[config.mk]
export PLATFORM = sky130hd
export DESIGN_NAME = secuenciador_multiciclo
export DESIGN_NICKNAME = d
export VERILOG_FILES = /design/src/rtl/secuenciador_multiciclo_pkg.sv /design/src/rtl/secuenciador_multiciclo_contador_espera.sv /design/src/rtl/secuenciador_multiciclo.sv
export SDC_FILE = /design/constraint.sdc
export NUM_CORES = 1
export LEC_CHECK = 0
export ABC_AREA = 1
export CAP_MARGIN = 25
export CORE_ASPECT_RATIO = 1.1
export CORE_UTILIZATION = 35
export CTS_BUF_LIST = sky130_fd_sc_hd__clkbuf_4 sky130_fd_sc_hd__clkbuf_8
export CTS_CLUSTER_SIZE = 30
export DETAILED_ROUTE_END_ITERATION = 10
export DONT_BUFFER_PORTS = 1
export GPL_ROUTABILITY_DRIVEN = 1
export GPL_TIMING_DRIVEN = 0
export HOLD_SLACK_MARGIN = 0.08
export MAX_ROUTING_LAYER = met4
export SLEW_MARGIN = 15
export SYNTH_ARGS = -nofsm -noshare
export SYNTH_HDL_FRONTEND = slang
export SYNTH_SLANG_ARGS = --single-unit
[constraint.sdc]
create_clock -name clk -period 4.7 [get_ports clk]
set_input_delay 1.41 -clock clk [delete_from_list [all_inputs] [get_ports clk]]
set_output_delay 1.41 -clock clk [all_outputs]
set_load 0.005 [all_outputs]
[src/rtl/secuenciador_multiciclo_pkg.sv]
// Shared definitions for the multi-cycle sequencer: opcodes, ALU operation classes,
// FSM state encoding and the branch-offset helper.
package secuenciador_multiciclo_pkg;

    localparam logic [5:0] OP_RTYPE = 6'b000000;
    localparam logic [5:0] OP_LW    = 6'b100011;
    localparam logic [5:0] OP_SW    = 6'b101011;
    localparam logic [5:0] OP_BEQ   = 6'b000100;
    localparam logic [5:0] OP_HALT  = 6'b111111;

    localparam logic [1:0] ALUOP_ADD   = 2'b00;
    localparam logic [1:0] ALUOP_SUB   = 2'b01;
    localparam logic [1:0] ALUOP_FUNCT = 2'b10;

    typedef enum logic [2:0] {
        ST_IDLE,
        ST_FETCH,
        ST_DECODE,
        ST_EXEC,
        ST_MEM,
        ST_WB,
        ST_HALT,
        ST_ERROR
    } sec_state_t;

    // Word offset of a branch: sign-extended immediate scaled by 4.
    function automatic logic [31:0] branch_offset(input logic [15:0] imm);
        return {{14{imm[15]}}, imm, 2'b00};
    endfunction

endpackage

[src/rtl/secuenciador_multiciclo_contador_espera.sv]
// Wait counter shared by the FETCH and MEM handshakes; limite flags the last
// cycle a request may still be acknowledged before timing out.
module contador_espera #(
    parameter int CNT_W   = 8,
    parameter int TIMEOUT = 16
) (
    input  logic clk,
    input  logic rst,
    input  logic clr,
    input  logic en,
    output logic limite
);

    localparam logic [CNT_W-1:0] UNO       = 1;
    localparam logic [CNT_W-1:0] CNT_LIMIT = CNT_W'(TIMEOUT - 1);

    logic [CNT_W-1:0] cnt;

    always_ff @(posedge clk) begin
        if (rst || clr) begin
            cnt <= '0;
        end else if (en) begin
            cnt <= cnt + UNO;
        end
    end

    assign limite = (cnt == CNT_LIMIT);

endmodule

[src/rtl/secuenciador_multiciclo.sv]
// Multi-cycle control FSM: fetch over req/ack, decode, and per-phase datapath enables.
// Optional SEC_CONTADORES_EN adds the ciclos / retiradas performance counters.
module secuenciador_multiciclo
    import secuenciador_multiciclo_pkg::*;
#(
    parameter logic [31:0] PC_RESET = 32'h0000_0000,
    parameter int          TIMEOUT  = 16,
    parameter int          CNT_W    = 8
) (
    input  logic        clk,
    input  logic        rst,
    input  logic        start,
    output logic        imem_req,
    input  logic        imem_ack,
    output logic [31:0] imem_addr,
    input  logic [31:0] imem_data,
    output logic        dmem_req,
    input  logic        dmem_ack,
    output logic [31:0] TR,
    input  logic        alu_zf,
    output logic        RegWrite,
    output logic        MemToWrite,
    output logic        MemToRg,
    output logic [1:0]  ALUOP,
    output logic [31:0] pc,
    output logic        halted,
    output logic        error,
    output sec_state_t  state_dbg
`ifdef SEC_CONTADORES_EN
    ,
    output logic [31:0] ciclos,
    output logic [31:0] retiradas
`endif
);

    // Handshake: a req stays high with a stable address until its ack; an ack
    // is consumed only in a cycle where the matching req is high, otherwise ignored.

    sec_state_t  state, state_next;
    logic [31:0] pc_r, tr_r;
    logic [5:0]  opcode;
    logic        imem_fire, dmem_fire;
    logic        espera_en, espera_clr, espera_limite;

    assign opcode    = tr_r[31:26];
    assign imem_fire = (state == ST_FETCH) && imem_ack;
    assign dmem_fire = (state == ST_MEM) && dmem_ack;
    assign espera_en  = (state == ST_FETCH) || (state == ST_MEM);
    assign espera_clr = !espera_en || imem_fire || dmem_fire;

    contador_espera #(
        .CNT_W   (CNT_W),
        .TIMEOUT (TIMEOUT)
    ) u_espera (
        .clk    (clk),
        .rst    (rst),
        .clr    (espera_clr),
        .en     (espera_en),
        .limite (espera_limite)
    );

    always_ff @(posedge clk) begin
        if (rst) begin
            state <= ST_IDLE;
        end else begin
            state <= state_next;
        end
    end

    always_comb begin
        state_next = state;
        case (state)
            ST_IDLE:   if (start) state_next = ST_FETCH;
            // An ack in the final allowed cycle still wins over the timeout.
            ST_FETCH: begin
                if (imem_ack)           state_next = ST_DECODE;
                else if (espera_limite) state_next = ST_ERROR;
            end
            ST_DECODE: begin
                case (opcode)
                    OP_RTYPE, OP_LW, OP_SW, OP_BEQ: state_next = ST_EXEC;
                    OP_HALT:                        state_next = ST_HALT;
                    default:                        state_next = ST_ERROR;
                endcase
            end
            ST_EXEC: begin
                case (opcode)
                    OP_RTYPE:     state_next = ST_WB;
                    OP_LW, OP_SW: state_next = ST_MEM;
                    OP_BEQ:       state_next = ST_FETCH;
                    default:      state_next = ST_ERROR;
                endcase
            end
            ST_MEM: begin
                if (dmem_ack)           state_next = (opcode == OP_SW) ? ST_FETCH : ST_WB;
                else if (espera_limite) state_next = ST_ERROR;
            end
            ST_WB:     state_next = ST_FETCH;
            ST_HALT:   state_next = ST_HALT;
            ST_ERROR:  state_next = ST_ERROR;
            default:   state_next = ST_ERROR;
        endcase
    end

    always_comb begin
        imem_req   = 1'b0;
        dmem_req   = 1'b0;
        RegWrite   = 1'b0;
        MemToWrite = 1'b0;
        MemToRg    = 1'b0;
        ALUOP      = ALUOP_ADD;
        case (state)
            ST_FETCH: imem_req = 1'b1;
            ST_EXEC: begin
                case (opcode)
                    OP_RTYPE: ALUOP = ALUOP_FUNCT;
                    OP_BEQ:   ALUOP = ALUOP_SUB;
                    default:  ALUOP = ALUOP_ADD;
                endcase
            end
            ST_MEM: begin
                dmem_req   = 1'b1;
                MemToWrite = (opcode == OP_SW);
            end
            ST_WB: begin
                RegWrite = 1'b1;
                MemToRg  = (opcode == OP_LW);
            end
            default: ;
        endcase
    end

    // pc already points past the branch when EXEC adds the offset.
    always_ff @(posedge clk) begin
        if (rst) begin
            pc_r <= PC_RESET;
            tr_r <= '0;
        end else if (imem_fire) begin
            tr_r <= imem_data;
            pc_r <= pc_r + 32'd4;
        end else if ((state == ST_EXEC) && (opcode == OP_BEQ) && alu_zf) begin
            pc_r <= pc_r + branch_offset(tr_r[15:0]);
        end
    end

    assign imem_addr = pc_r;
    assign pc        = pc_r;
    assign TR        = tr_r;
    assign halted    = (state == ST_HALT);
    assign error     = (state == ST_ERROR);
    assign state_dbg = state;

`ifdef SEC_CONTADORES_EN
    logic activo, retira;

    assign activo = (state != ST_IDLE) && (state != ST_HALT) && (state != ST_ERROR);
    assign retira = (state == ST_WB)
                 || ((state == ST_MEM) && dmem_ack && (opcode == OP_SW))
                 || ((state == ST_EXEC) && (opcode == OP_BEQ));

    always_ff @(posedge clk) begin
        if (rst) begin
            ciclos    <= '0;
            retiradas <= '0;
        end else begin
            if (activo) ciclos    <= ciclos + 32'd1;
            if (retira) retiradas <= retiradas + 32'd1;
        end
    end
`endif

endmodule

; Word-level counts from Yosys, hierarchy flattened
; Cells that the tools add are included.
; W data, S select, Z words.
[op_classes]
n_eq_ne = 13
muxes = 17
n_addsub = 3
reduce_logical = 14
[op_table]
columns = cell, n
row1 = $mux W32, 2
row2 = $add A32 B3 Y32 const B, 1
row3 = $add A32 B32 Y32, 1
row4 = $pmux W3 S8, 1
row5 = $eq A6 B6 Y1 const B, 3
row6 = $mux W3, 5
row7 = $eq A3 B3 Y1 const B, 4
row8 = $pmux W3 S3, 1
row9 = $add A8 B1 Y8 const B, 1
row10 = $eq A8 B4 Y1 const B, 1
row11 = $eq A3 B2 Y1 const B, 2
row12 = $eq A6 B3 Y1 const B, 1
row13 = $logic_not A6 Y1, 1
row14 = $pmux W3 S2, 1
row15 = $mux W1, 5
row16 = $logic_and A1 B1 Y1, 4
row17 = $logic_or A1 B1 Y1, 4
row18 = $pmux W2 S2, 1
row19 = $reduce_or A4 Y1, 1
row20 = $eq A3 B1 Y1 const B, 1
row21 = $logic_not A3 Y1, 1
row22 = $mux W2, 1
row23 = $ne A2 B2 Y1 const B, 1
row24 = $reduce_bool A2 Y1, 1
row25 = other kinds (2), 2
[word_totals]
out_inout_bits = 108
input_bits = 38
regBits = 75
wordCells = 51

; Depth between registers and ports, before layout
; Gate-level depths: netlist (run 1).
[logic_depth]
ltp_word = 6
mapped_depth = 23
mapped_depth_nobuf = 21

; Modules after synthesis
; A second synthesis (run 1) with hierarchy kept.
[unflattened]
hier_cells = 802
area_unflattened_um2 = 5126.2
[modules_own_cells]
columns = mod, area_each_um2, n_inst, seq_area_each_um2, cells_each
row1 = secuenciador_multiciclo, 4754.6, 1, 1301.2, 750
row2 = contador_espera, 371.6, 1, 160.2, 52

; Worst setup path after synthesis (run 1)
; OpenSTA, ideal clock, no wires.
[synth_timing]
path_kind = in2reg
startpoint = in imem_ack
endpoint = reg pc_r[24], in the netlist imem_addr[24]
cell_stages = 21
setup_time_ns = 0.117
arrival_ns = 3.922
n_path_buf = 2
required_ns = 4.583
setup_slack_ns = 0.661
cell_sequence = nand4_4 > buf_2 > inv_1 > clkbuf_1 > nor2_1 > inv_1 > ha_1 > inv_1 > fa_1 > o21ai_2 > nand2_1 > nand2_1 > inv_1 > o21ai_0 > nand3_1 > nand2_1 > nand2_1 > nand3_1 > nand2_1 > nor2_1 > nor2_1
[synth_via]
elab_chain_len = 2
word_cells_on_any_way = 3
classes_between = mux (1) / reduce/logical (2)
[synth_lines]
columns = item, line
row1 = from (decl), secuenciador_multiciclo.sv:14  ; input logic imem_ack,
row2 = $logic_and A1 B1 Y1 (*), secuenciador_multiciclo.sv:46  ; assign imem_fire = (state == ST_FETCH) && imem_ack;
row3 = $mux W32 or $reduce_bool A2 Y1 (tied branches), n/a
row4 = to (signal assigned), secuenciador_multiciclo.sv:140  ; pc_r <= pc_r + 32'd4;
row5 = to (signal assigned), secuenciador_multiciclo.sv:142  ; pc_r <= pc_r + branch_offset(tr_r[15:0]);
row6 = to (decl), secuenciador_multiciclo.sv:40  ; logic [31:0] pc_r, tr_r;
; Every way passes the cells marked *; elsewhere a longest branch is shown, timed or not.
; A chain may end at the register's enable or synchronous reset.

; Final worst setup path (run 1)
[layout_timing]
startpoint = in imem_ack
endpoint = reg pc_r[28], in the netlist imem_addr[28]
; The elaborated chain is that of the path after synthesis.

==> results of run 1 <==
-- area by class of cell --
cell class | count | area (um2)
inverter | 101 | 379
clock buffer | 10 | 138
clock inverter | 6 | 50.0
sequential | 73 | 1460
tap | 188 | 235
multi-input combinational | 563 | 2860
fill | 1590 | 8460
buffer | 59 | 379
-- critical path: cells and delay by family --
family	cells	cell delay, ns
adders and majority gates	2	0.58
and+or+nand+nor	10	1.10
AOI/OAI and AO/OA	2	0.56
buffers and inverters	6	0.81
-- registers in the layout, indices dropped and copies added, names as in the netlist --
signal	count
TR	32
imem_addr	30
u_espera.cnt	8
state_dbg	3
-- synth_stat cells, drive strengths merged --
cell / number / share of area
o22ai: 1 / 0.0012
nor2: 92 / 0.072
buf: 45 / 0.064
nor4: 2 / 0.0025
a21oi: 46 / 0.045
a211oi: 1 / 0.0015
dfxtp: 73 / 0.29
clkbuf: 15 / 0.011
o211ai: 2 / 0.0030
nor3: 13 / 0.017
a21boi: 1 / 0.0015
nand2: 195 / 0.15
xor2: 7 / 0.012
nor3b: 3 / 0.0044
nand3: 65 / 0.064
xnor2: 7 / 0.012
o41ai: 5 / 0.0086
fa: 1 / 0.0039
a21o: 1 / 0.0015
o21a: 3 / 0.0044
clkinv: 1 / 0.00074
a41oi: 7 / 0.012
nand4: 6 / 0.012
or2: 6 / 0.0074
a31oi: 8 / 0.0099
inv: 100 / 0.074
o21ai: 60 / 0.060
ha: 16 / 0.039
conb: 1 / 0.00074
o31ai: 1 / 0.0015
o21bai: 7 / 0.010
a311oi: 1 / 0.0017
and3: 2 / 0.0025
-- layout by cell type, fill, tap and decap left out, drive strengths merged --
cell type,count
xnor2,7
o211ai,2
nand3,65
nor3,13
nor2,92
nor3b,3
nand4,6
o31ai,1
or2,6
a21o,1
nand2,195
a41oi,7
clkbuf,24
o22ai,1
fa,1
conb,4
a311oi,1
dfxtp,73
clkinvlp,2
xor2,7
o41ai,5
o21ai,60
a21boi,1
a31oi,8
and3,2
o21a,3
nor4,2
inv,102
o21bai,7
buf,45
a21oi,46
clkinv,3
ha,16
a211oi,1
-- stage by stage --
| step | instance area [um2] | util |
|---|---|---|
| after floorplan | 5080 | - |
| after global placement | 5320 | 0.381 |
| after detailed placement | 5320 | 0.381 |
| after CTS | 5510 | 0.394 |
| after global routing | 5500 | 0.394 |
| final | 5500 | 0.394 |
-- worst paths after layout --
check                                     start               to  slack (ns)  depth (start not counted)
worst min-delay path            u_espera.cnt[1]  u_espera.cnt[1]        0.51                          2
worst min register to register  u_espera.cnt[1]  u_espera.cnt[1]        0.51                          2
worst max register to register     state_dbg[0]    imem_addr[28]        0.88                         20
worst max-delay path                   imem_ack    imem_addr[28]        0.48                         20
-- cells by family after synthesis --
family / count (synthesis)
XOR/XNOR: 14
flip-flops: 73
buffers and inverters: 161
AO/OA/AOI/OAI: 144
adder cells (fa/ha/maj): 17
AND/OR/NAND/NOR: 384
other: 1
-- power by group through the flow --
stage                     clock network [W]  logic, W  registers (W)
after floorplan                           0  0.000835       0.000904
after global placement                    0   0.00105       0.000971
after detailed placement                  0   0.00105       0.000974
after CTS                          0.000501   0.00105       0.000959
after global routing               0.000525   0.00120       0.000983
final                              0.000489   0.00106       0.000958
-- routing by layer --
| layer | vias up | global-route usage |
|---|---|---|
| li1 | 2573 | - |
| met1 | 2327 | 0.277 |
| met2 | 178 | 0.362 |
| met3 | 26 | 0.0426 |
| met4 | 0 | 0.0707 |
| met5 | - | - |
==> flow_summary.json, run 1 <==
{
  "path_clk_slew_ns": 0.08,
  "wl_met1_um": 6780,
  "first_pass_iters": 4,
  "ctsRootBufferMaster": "clkbuf_8",
  "cts_resized": 0,
  "outcome": "finished clean",
  "power_frac_comb": 0.422,
  "clock_latency_ns": 0.38,
  "rsz0062_at_grt": "no",
  "crit_path_end_kind": "flip-flop",
  "fin_crit_ns": 4.22,
  "crit_path_max_fanout": 12,
  "peakVddDrop_uv": 251,
  "diodes": 0,
  "synthCells": 794,
  "syn_to_final_growth_pct": 8.49,
  "grt_pass1_wl_um": 24900,
  "synthSimpleGateAreaFrac": 0.331,
  "cts_tree": "done",
  "port_buffers": 0,
  "pin_count": 146,
  "synth_top_family_by_area": "simple AND/OR/NAND/NOR gates",
  "grt_max_degree": 15,
  "vias_per_cell": 5.10,
  "die-height_um": 128,
  "critPathMaxStageDelay_ns": 0.42,
  "syn_area_mm2": 0.00507,
  "clock_path_buffers": 2,
  "hold_viol_final": 0,
  "wirelength_um": 15700,
  "cpMaxStageDelayCell": "fa_1",
  "setup-violations-final": 0,
  "critical_path_class": "primary input to flip-flop",
  "synth_fa_ha_area_frac": 0.0434,
  "globalplace.congestion": 0.935,
  "arrival_ns": 4.49,
  "post-route-drc-count": 0,
  "skew_ns": 0.0108,
  "antenna_found_initial": 0,
  "yosysUniqueCellTypes": 45,
  "worst_ep_required_time_ns": 4.98,
  "std_cell_rows": 45,
  "design.core.area_mm2": 0.0140,
  "grt_pass1_vias": 4839,
  "ys_warn_count": 0,
  "ant_nets": 0,
  "startpoint_type": "primary input",
  "swShare": 0.462,
  "postCtsHoldBufs": 0,
  "synthMuxAreaShare": 0,
  "p_int_w": 0.00135,
  "ys_seq_area_frac": 0.288,
  "net-switching-power_w": 0.00116,
  "vias": 5104,
  "max_freq_mhz": 237,
  "postSynthAreaPerCell_um2": 6.39,
  "wire_per_inst_um": 15.7,
  "p_clk_frac": 0.195,
  "post_cts_buffers": 0,
  "dp_hpwl_um": 12000,
  "nets": 862,
  "placed_cells": 985,
  "whs_ns": 0.511,
  "fin_total_pwr_w": 0.00250,
  "relSlewSlack": 0.580,
  "die_area_mm2": 0.0150,
  "seq_power_share": 0.382,
  "stdcell_count": 1000,
  "p_leak_nw": 2.64,
  "grt_use_total": 0.223,
  "ys_seq_elements": 73,
  "tns_ns": 0,
  "htree_levels": 3,
  "synth_compound_area_frac": 0.163,
  "clock-sinks": 73,
  "hp-class": "flip-flop to flip-flop",
  "crit_chain": "nand4_4, buf_2, inv_1, nor2_1, inv_1, ha_1, inv_1, fa_1, o21ai_2, nand2_1, nand2_1, inv_1, o21ai_0, nand3_1, nand2_1, nand2_1, nand3_1, nand3_1, nand2_1, inv_1",
  "tightest_slew_ns": 0.622,
  "synth-xor-area-share": 0.0242,
  "drive_above_1_share": 0.116,
  "maxCapViolations": 0,
  "pre_cts_slack_ns": -0.0924,
  "drtIter0Drc": 304,
  "numCtsBuffers": 9,
  "finalCritPeriodShare": 0.897,
  "top_layer_used": "met4",
  "start_util": 0.363,
  "grt-ovfl-total": 0,
  "final_max_slew_viol_count": 0,
  "worst_slack_ns": 0.485,
  "wl_met3_um": 986,
  "wl_met2_um": 7640,
  "p_per_area_mw_per_mm2": 455,
  "die_w_um": 117
}
No activity file was read; power rests on OpenSTA's default activity.
==> run 2: changes to the inputs <==
- CTS_CLUSTER_SIZE: 30 -> 12
- SYNTH_HIERARCHICAL: unset -> 1
- TNS_END_PERCENT: unset -> 10
==> flow_summary.json, run 2 <==
{
  "outcome": "finished clean",
  "crit_path_max_fanout": 12,
  "finalInstanceArea_mm2": 0.00555,
  "synthSimpleGateAreaFrac": 0.329,
  "htree_levels": 3,
  "clock_path_buffers": 2,
  "placed_cell_area_mm2": 0.00538,
  "drive_above_1_share": 0.138,
  "ctsRootBufferMaster": "clkbuf_8",
  "synthCells": 802,
  "cpMostUsedCell": "inv_1",
  "synth_edf_count": 0,
  "fin_crit_ns": 4.33,
  "crit_path_end_kind": "flip-flop",
  "post-route-drc-count": 0,
  "hold_viol_final": 0,
  "numCtsBuffers": 9,
  "die-height_um": 129,
  "cpMaxStageDelayCell": "fa_1",
  "nets": 870,
  "grt_pass1_vias": 4800,
  "vias_per_cell": 4.96,
  "ys_warn_count": 6,
  "arrival_ns": 4.60,
  "synth_top_area_frac": 0.285,
  "synth-xor-area-share": 0.0188,
  "path_clk_slew_ns": 0.08,
  "start_util": 0.356,
  "synth_compound_area_frac": 0.165,
  "syn_area_mm2": 0.00513,
  "synthMuxAreaShare": 0,
  "syn_to_final_growth_pct": 8.32,
  "postCtsHoldBufs": 0,
  "ys_seq_area_frac": 0.285,
  "post_cts_buffers": 0,
  "startpoint_type": "primary input",
  "multi_input_area_mm2": 0.00286,
  "yosysUniqueCellTypes": 43,
  "critPathMaxStageDelay_ns": 0.40,
  "seqCellArea_mm2": 0.00146,
  "synth_top_cell_by_area": "dfxtp_1",
  "grt-ovfl-total": 0,
  "ys_top_cells_by_count": "nand2_1, inv_1, nor2_1, dfxtp_1, o21ai_0",
  "fill_cells": 1590,
  "cts_resized": 0,
  "peakVddDrop_uv": 123,
  "hp-class": "flip-flop to flip-flop",
  "die_area_mm2": 0.0151,
  "final_common_cell": "nand2_1",
  "critical_path_class": "primary input to flip-flop",
  "design.core.area_mm2": 0.0144,
  "first_pass_iters": 4,
  "ys_seq_elements": 73,
  "cts_tree": "done",
  "worst_slack_ns": 0.366,
  "synth_fa_ha_area_frac": 0.0430,
  "clock-sinks": 73,
  "tightest_slew_ns": 0.688,
  "pre_cts_slack_ns": -0.197,
  "clock_latency_ns": 0.37,
  "worst_ep_required_time_ns": 4.97,
  "pin_count": 146,
  "synth_ff_type": "dfxtp_1",
  "final_max_slew_viol_count": 0,
  "final_cell_mix": "nand2_1, inv_1, nor2_1, dfxtp_1, o21ai_0",
  "die_w_um": 117,
  "synth_area_leaders": "dfxtp_1, nand2_1, inv_1",
  "dp_hpwl_um": 11700,
  "max_freq_mhz": 231,
  "critical-path-top-delay-family": "simple AND/OR/NAND/NOR gates",
  "crit_chain": "nand4_4, buf_6, buf_2, inv_1, nor2_1, inv_1, ha_1, inv_1, fa_1, o21ai_1, a21oi_1, o21ai_1, nand3_1, nand2_1, nand2_1, nand3_1, nand3_1, nand2_1, inv_1",
  "grt_max_degree": 14,
  "relSlewSlack": 0.537,
  "p_per_area_mw_per_mm2": 306,
  "vias": 5015,
  "crit_buf_inv": 6,
  "std_cell_rows": 46,
  "wirelength_um": 15200,
  "yosysMostFrequentCell": "nand2_1",
  "antenna_found_initial": 0,
  "globalplace.congestion": 0.889,
  "skew_ns": 0.0186,
  "setup-violations-final": 0,
  "ant_nets": 0,
  "drtIter0Drc": 310,
  "grt_use_total": 0.209,
  "port_buffers": 0,
  "postSynthAreaPerCell_um2": 6.39,
  "largest_reg_flops": 32,
  "async_reset_ff_frac": 0,
  "p_leak_nw": 2.68,
  "rsz0062_at_grt": "no",
  "diodes": 0,
  "grt_pass1_wl_um": 24400,
  "synth_top_family_by_area": "simple AND/OR/NAND/NOR gates",
  "wire_per_inst_um": 15.0,
  "finalCritPeriodShare": 0.922,
  "maxCapViolations": 0
}
==> run 2: path summary, 6_finish.rpt <==
check                           slack (ns)              end  depth (start not counted)            start
worst max-delay path                  0.37    imem_addr[28]                         19         imem_ack
worst min-delay path                  0.51  u_espera/cnt[0]                          1  u_espera/cnt[0]
worst max register to register        0.80    imem_addr[28]                         19     state_dbg[0]
worst min register to register        0.51  u_espera/cnt[0]                          1  u_espera/cnt[0]
==> run 2: metal layers <==
layer | vias to the layer above | GRT usage | wire, um
met2 | 155 | 0.347 | 7140
li1 | 2575 | - | -
met5 | - | - | 0
met1 | 2256 | 0.247 | 6900
met4 | 0 | 0.0825 | 333
met3 | 29 | 0.0430 | 797
==> run 2: final cells by class <==
type,count,share of cell area
Sequential cell,73,0.263
Buffer,60,0.0717
Clock inverter,5,0.00721
Tap cell,192,0.0433
Inverter,110,0.0744
Multi-Input combinational cell,561,0.515
Clock buffer,11,0.0250
==> run 2: worst reg2reg max path: cells and delay by family (launching register included) <==
kind	cells	cell delay, ns
adders and majority gates	2	0.57
AOI/OAI and AO/OA	3	0.79
and+or+nand+nor	8	0.98
buffers and inverters	6	0.92
DFF	1	0.55
==> run 2: logic make-up (layout without fill, tap and decap cells) <==
group	count (synthesis)	after routing
and+or+nand+nor	381	381
other	1	4
AOI/OAI and AO/OA	148	148
xor gates and xnor gates	11	11
buffers and inverters	171	186
DFF	73	73
adders and majority gates	17	17
==> run 2: metrics by stage <==
stage / utilization / total power, W / cells / hold WS, ns / TNS [ns]
global route: 0.386 / 0.00181 / 1012 / 0.539 / 0
finish: 0.386 / 0.00170 / 1012 / 0.506 / 0
detailed placement: 0.374 / 0.00123 / 997 / 0.495 / -0.379
floorplan: - / 0.00111 / 805 / 0.458 / 0
global placement: 0.374 / 0.00123 / 997 / 0.487 / -0.312
CTS: 0.386 / 0.00171 / 1013 / 0.510 / 0
==> run 2: power by group <==
part	switching [W]	leakage, nW	internal (W)
Combinational	0.000289	1.99	0.000167
Sequential	0.0000887	0.595	0.000678
Clock	0.000269	0.0951	0.000209
Total	0.000647	2.68	0.00105
